`src/rtl/button_debounce.sv`:
```
// Button debouncer: two-flop synchronizer, four-state debounce FSM, press/release strobes.
// Optional long-press strobe is built only when BUTTON_DEBOUNCE_LONG_PRESS_EN is defined.
module button_debounce #(
  parameter int CLK_HZ      = 27000000,
  parameter int DEBOUNCE_MS = 20,
  parameter int LONG_MS     = 1000
) (
  input  logic       clk,
  input  logic       rst,
  input  logic       btn_n,
  output logic       btn_level,
  output logic       press_pulse,
  output logic       release_pulse,
  output logic       long_pulse,
  output logic [1:0] dbg_state_o
);

  localparam int DB_CYCLES   = (CLK_HZ / 1000) * DEBOUNCE_MS;
  localparam int LONG_CYCLES = (CLK_HZ / 1000) * LONG_MS;
  localparam int DB_W        = (DB_CYCLES > 1) ? $clog2(DB_CYCLES) : 1;
  localparam logic [DB_W-1:0] DB_LAST = DB_W'(DB_CYCLES - 1);

  typedef enum logic [1:0] {
    RELEASED     = 2'd0,
    PRESS_WAIT   = 2'd1,
    PRESSED      = 2'd2,
    RELEASE_WAIT = 2'd3
  } state_e;

  logic [1:0]      sync_q;
  logic            sync_pressed;
  state_e          state_q;
  logic [DB_W-1:0] db_cnt_q;
  logic            level_q;
  logic            press_q;
  logic            release_q;

  // Reset value 1 means "released" so reset never looks like a press.
  always_ff @(posedge clk or negedge rst) begin
    if (!rst) begin
      sync_q <= 2'b11;
    end else begin
      sync_q <= {sync_q[0], btn_n};
    end
  end

  assign sync_pressed = ~sync_q[1];

  always_ff @(posedge clk or negedge rst) begin
    if (!rst) begin
      state_q   <= RELEASED;
      db_cnt_q  <= '0;
      level_q   <= 1'b0;
      press_q   <= 1'b0;
      release_q <= 1'b0;
    end else begin
      press_q   <= 1'b0;
      release_q <= 1'b0;
      case (state_q)
        RELEASED: begin
          if (sync_pressed) begin
            state_q  <= PRESS_WAIT;
            db_cnt_q <= '0;
          end
        end
        PRESS_WAIT: begin
          if (!sync_pressed) begin
            state_q  <= RELEASED;
            db_cnt_q <= '0;
          end else if (db_cnt_q == DB_LAST) begin
            state_q  <= PRESSED;
            db_cnt_q <= '0;
            level_q  <= 1'b1;
            press_q  <= 1'b1;
          end else begin
            db_cnt_q <= db_cnt_q + 1'b1;
          end
        end
        PRESSED: begin
          if (!sync_pressed) begin
            state_q  <= RELEASE_WAIT;
            db_cnt_q <= '0;
          end
        end
        RELEASE_WAIT: begin
          // A bounce back to pressed resumes the same press silently.
          if (sync_pressed) begin
            state_q  <= PRESSED;
            db_cnt_q <= '0;
          end else if (db_cnt_q == DB_LAST) begin
            state_q   <= RELEASED;
            db_cnt_q  <= '0;
            level_q   <= 1'b0;
            release_q <= 1'b1;
          end else begin
            db_cnt_q <= db_cnt_q + 1'b1;
          end
        end
        default: begin
          state_q  <= RELEASED;
          db_cnt_q <= '0;
          level_q  <= 1'b0;
        end
      endcase
    end
  end

  assign btn_level     = level_q;
  assign press_pulse   = press_q;
  assign release_pulse = release_q;
  assign dbg_state_o   = state_q;

`ifdef BUTTON_DEBOUNCE_LONG_PRESS_EN
  localparam int LONG_W = (LONG_CYCLES > 1) ? $clog2(LONG_CYCLES) : 1;
  localparam logic [LONG_W-1:0] LONG_LAST = LONG_W'(LONG_CYCLES - 1);

  logic [LONG_W-1:0] hold_q;
  logic              long_done_q;
  logic              long_q;

  // Hold time accumulates only in PRESSED; release bounces freeze it.
  always_ff @(posedge clk or negedge rst) begin
    if (!rst) begin
      hold_q      <= '0;
      long_done_q <= 1'b0;
      long_q      <= 1'b0;
    end else begin
      long_q <= 1'b0;
      if (state_q == PRESS_WAIT && sync_pressed && db_cnt_q == DB_LAST) begin
        hold_q      <= '0;
        long_done_q <= 1'b0;
      end else if (state_q == PRESSED) begin
        if (hold_q == LONG_LAST) begin
          if (!long_done_q) begin
            long_q      <= 1'b1;
            long_done_q <= 1'b1;
          end
        end else begin
          hold_q <= hold_q + 1'b1;
        end
      end
    end
  end

  assign long_pulse = long_q;
`else
  assign long_pulse = 1'b0;
`endif

  a_no_dual_strobe: assert property (@(posedge clk) disable iff (!rst)
    !(press_pulse && release_pulse));

endmodule

```
`config.mk`:
```
export PLATFORM = sky130hd
export DESIGN_NAME = button_debounce
export DESIGN_NICKNAME = d
export VERILOG_FILES = /design/src/rtl/button_debounce.sv
export SDC_FILE = /design/constraint.sdc
export NUM_CORES = 1
export LEC_CHECK = 0
export CORE_UTILIZATION = 45
export DETAILED_ROUTE_END_ITERATION = 10
export PLACE_DENSITY_LB_ADDON = 0.2
export RECOVER_POWER = 25
export SYNTH_ARGS = -nofsm -noshare
export SYNTH_HDL_FRONTEND = slang
export SYNTH_SLANG_ARGS = --single-unit
```
`constraint.sdc`:
```
create_clock -name clk -period 3.57 [get_ports clk]
set_clock_uncertainty 0.05 [all_clocks]
set_input_delay 0.8925 -clock clk [delete_from_list [all_inputs] [get_ports clk]]
set_output_delay 0.8925 -clock clk [all_outputs]
set_load 0.03 [all_outputs]
```
Yosys cells after proc, flatten, opt, wreduce, memory -nomap -nowiden
Index checks and enable logic that the tools add are counted.
{ "word_totals": {"regBits": 27, "latchBits": 0, "mem_bits_rw": 0, "romBits": 0, "inputBits": 3, "wordCells": 47, "n_memories": 0} }
{ "op_classes": {"addsub": 1, "multipliers": 0, "n_div": 0, "magnitude_cmp": 0, "eq_ne": 12, "shift": 0, "muxes": 23, "bitwise": 0, "reduce_logical": 5} }
{ "ops": {"columns": ["op", "count"], "rows": [
  ["20-bit two-way mux", 5],
  ["20-bit one-hot mux with 4 select lines", 1],
  ["20-bit by 1-bit adder with 20-bit output (second input constant)", 1],
  ["20-bit equality test (second input constant)", 1],
  ["2-bit two-way mux", 6],
  ["2-bit != test (second input constant)", 6],
  ["1-bit two-way mux", 9],
  ["2-bit one-hot mux with 4 select lines", 1],
  ["3-bit != test (second input constant)", 2],
  ["5-bit AND reduction", 1],
  ["2-bit equality test (second input constant)", 2],
  ["4-bit AND reduction", 1],
  ["2-bit by 1-bit equality test with 1-bit output (second input constant)", 1],
  ["2-bit logical NOT", 1],
  ["1-bit one-hot mux with 2 select lines", 1],
  ["2-bit AND reduction", 1],
  ["2-bit nonzero test", 1]
]} }

Depth between registers and ports, before layout
{ "depth": {"depth_word": 4, "mapped_depth": 7, "depth_no_buf": 6} }

Worst setup path after synthesis
Ideal clock, no wire load.
{ "synth_timing": {"kind": "flip-flop to flip-flop", "start": "reg db_cnt_q[16]", "end": "reg db_cnt_q[1]", "setup_ns": 0.121, "arrival_ns": 1.858, "required_ns": 3.399, "setup_slack_ns": 1.541, "path_stages_with_launch": 6, "cell_sequence": "dfrtp_1 -> or4b_1 -> nor4_4 -> a21oi_2 -> buf_6 -> a22o_1"} }
{ "synth_between": {"elab_chain_len": 4, "word_cells_on_any_way": 5, "classes_between": "1 x eq/ne; 4 x mux"} }
{ "synth_lines": {"columns": ["item", "line_no", "source"], "rows": [
  ["start: declaration", "33", "logic [DB_W-1:0] db_cnt_q;"],
  ["start signal: assignment", "76", "db_cnt_q <= db_cnt_q + 1'b1;"],
  ["start signal: assignment", "96", "db_cnt_q <= db_cnt_q + 1'b1;"],
  ["20-bit equality test *", "70, 90", null],
  ["20-bit two-way mux *", "70, 90", null],
  ["20-bit two-way mux, on equally long branches", "87, 67", null],
  ["20-bit one-hot mux with 4 select lines *", "59", "case (state_q)"]
]} }
Every way passes the cells marked *; elsewhere a longest branch is shown, timed or not.
A chain may end at the register's enable or synchronous reset.

==> key figures <==
Global routing
  • First-pass GRT wire length: 5180 um
  • Total track usage: 20.1%
  • Initial antenna violation count: 0
  • Gr ovfl total: 0
  • Pin count of the biggest net entering global routing: 28
  • Number of global-route vias before repair: 1,179

Die
  • Starting Density: 46.8%
  • Die height: 58.1 um
  • Chip Width: 58.1 um
  • Die area: 3380 um2
  • I/O pin cnt: 9
  • Core footprint: about 3000 um2
  • # rows: 20

Critical path
  • Worst r2r src: db_cnt_q[5]
  • Path type of the worst setup path: reg2out
  • Setup crit end kind: output port
  • Critical path's top delay family: buffers and inverters
  • Critical Path Start Type: flop
  • CP peak stage delay: a little over 0.7 ns
  • Req. time, crit path: approximately 2.6 ns
  • CP cell instances: clkdlybuf4s50_1
  • Crit path DAT: 1.50 ns
  • CP Max Fanout: 6
  • Worst Path Buf+Inv: 1
  • Slowest CP cell: clkdlybuf4s50_1

Clock tree
  • Htree depth: 1
  • Clock slew at reported path FFs: 0.14 ns
  • Maximum clock insertion buffer count: 2
  • Clock sinks: 27
  • CTS tree: done
  • CTS buffer count: 3
  • Clock Latency Late Sink: 0.32 ns
  • Hold_buf cts: 0
  • CTS resizes: 0
  • Post-CTS Setup Bufs: 0
  • Root Driver: clkbuf_4

Layout
  • Antenna Cells: 0
  • Nets@finish: around 170
  • Area delta synth->final: 9.71%
  • Share of post-route cells with drive strength above 1: 7.78%
  • FILL cells: 285

Synthesis
  • Post-synth top area cell: dfrtp_1
  • Synth top cells by count: dfrtp_1 (25), nand2_1 (19), o21ai_0 (19)
  • Synth cell types: 35
  • Most frequent cell after synthesis: dfrtp_1
  • Synth async-reset ratio: 100%
  • Register area share after synthesis: 47.8%
  • Syn Area/Cell: 8.97 um2
  • Top-area cell type share of the netlist area: 44.1%
  • Warnings, synthesis: 0
  • #FFs+latches synth: 27
  • Post-synth EDFFs: 0
  • Synth Instances: 158
  • Area contributors post-synth: dfrtp_1 (44%), o21ai_0 (6.7%), a21oi_1 (5.3%)
  • Ys flop type: dfrtp_1
  • Syn_nets: 162
  • Mapped Area: 1420 um2

Pwr
  • Leakage: 0.599 nW
  • Pwr Density: 500 nW/um2
  • Max VDD drop: 0.000340 V

Route
  • DR vias: 1,212
  • Drt wl/cell: roughly 14 um
  • Via density per instance: 5.74
  • DR pass1 iterations: 4
  • Final ANT Viol Nets: 0
  • Initial DRC Count: 82
  • DR DRC count: 0
  • Drt total wl: 2940 um

Status
  • Outcome: completed

Run
  • Total of max-cap violations: 0

STA
  • Hold_ws: 0.322 ns
  • Final critical-path required period: between 2 and 2.5 ns
  • Final setup fails: 0
  • Least-Margin Pin Slew: 1.43 ns
  • Final hold viol count: 0
  • RSZ-0062 raised after global routing: no
  • Max Fclk: 410 MHz
  • Slew Limit Fails: 0
  • Setup total negative slack: 0 ns
  • Relative slew slack: 4.72%
  • Final period util: 68.3%

Min path
  • Worst Hold Class: reg2reg
  • HP Start: sync_q[0]

Place
  • Port Buffer Count: 7
  • GPL Wtd Cong: slightly below 0.9
  • HPWL Detailed: between 2000 and 2500 um
## stage by stage
step / power [mW] / area (um2) / cells / utilization, % / setup slack, ns
floorplan: 0.572 / 1420 / 158 / - / 1.54
global placement: 0.647 / 1530 / 207 / 50.6 / 1.46
detailed placement: 0.656 / 1530 / 207 / 50.6 / 1.42
CTS: 0.788 / 1560 / 211 / 51.5 / 1.10
global route: 0.828 / 1560 / 211 / 51.4 / 0.990
finish: 0.778 / 1560 / 211 / 51.4 / 1.13
## kinds of logic (layout without fill, tap and decap cells)
family	count (synthesis)	count (layout)	synth area share [%]
other	1	1	0.265
buffers and inverters	10	19	3.44
DFF	27	27	47.8
muxes	4	4	2.82
and+or+nand+nor	70	70	26.5
xor gates and xnor gates	3	3	1.85
AOI/OAI and AO/OA	42	42	16.4
adders and majority gates	1	1	0.882
## registers in the layout, indices dropped and copies added, names as in the netlist, named ones only
register,count
btn_level,1
dbg_state_o,1
press_pulse,1
db_cnt_q,20
sync_q,2
release_pulse,1
## final cells by class
cell class	count	area [um2]	share of cell area, %
inverter	6	22.5	1.45
multi-input combinational	121	691	44.4
sequential	27	678	43.6
clock buffer	3	22.5	1.45
tap	44	55.1	3.54
timing repair buffer	9	81.3	5.23
clock inverter	1	5.00	0.322
## path summary, 6_finish.rpt
| check | endpoint | slack, ns | cells after the start |
|---|---|---|---|
| max in group asynchronous | db_cnt_q[17] | 1.28 | 2 |
| max reg2reg | db_cnt_q[15] | 1.37 | 5 |
| max | dbg_state_o[1] | 1.13 | 1 |
| min reg2reg | sync_q[1] | 0.32 | 0 |
| min in group asynchronous | db_cnt_q[13] | 1.36 | 2 |
| min | sync_q[1] | 0.32 | 0 |
## cells in the final DEF (no fill, tap or decap), types with 2 or more instances in the layout
master           synthesis  layout
a211oi_1                 2       2
a21oi_1                 15      15
clkbuf_4                 0       3
clkdlybuf4s50_1          0       5
dfrtp_1                 25      25
dfstp_2                  2       2
dlygate4sd3_1            0       2
inv_1                    6       6
mux2i_1                  4       4
nand2_1                 19      19
nand3_1                 13      13
nand4_1                  9       9
nor2_1                  10      10
nor3_1                   3       3
nor4_1                   3       3
o21ai_0                 19      19
or3_1                    5       5
xor2_1                   2       2
## where the power goes
part | internal, mW | switching [mW]
clock network | 0.0420 | 0.0880
logic | 0.0933 | 0.189
registers | 0.331 | 0.0345
total | 0.466 | 0.311
## layer usage
| metal | part of all wire, % | track usage [%] |
|---|---|---|
| met1 | 47 | 27.4 |
| met4 | 0.58 | 10.2 |
| met5 | 0 | 0 |
| met2 | 48 | 32.0 |
| met3 | 4.7 | 2.01 |
Note: power is estimated with default switching activity, not from simulation.
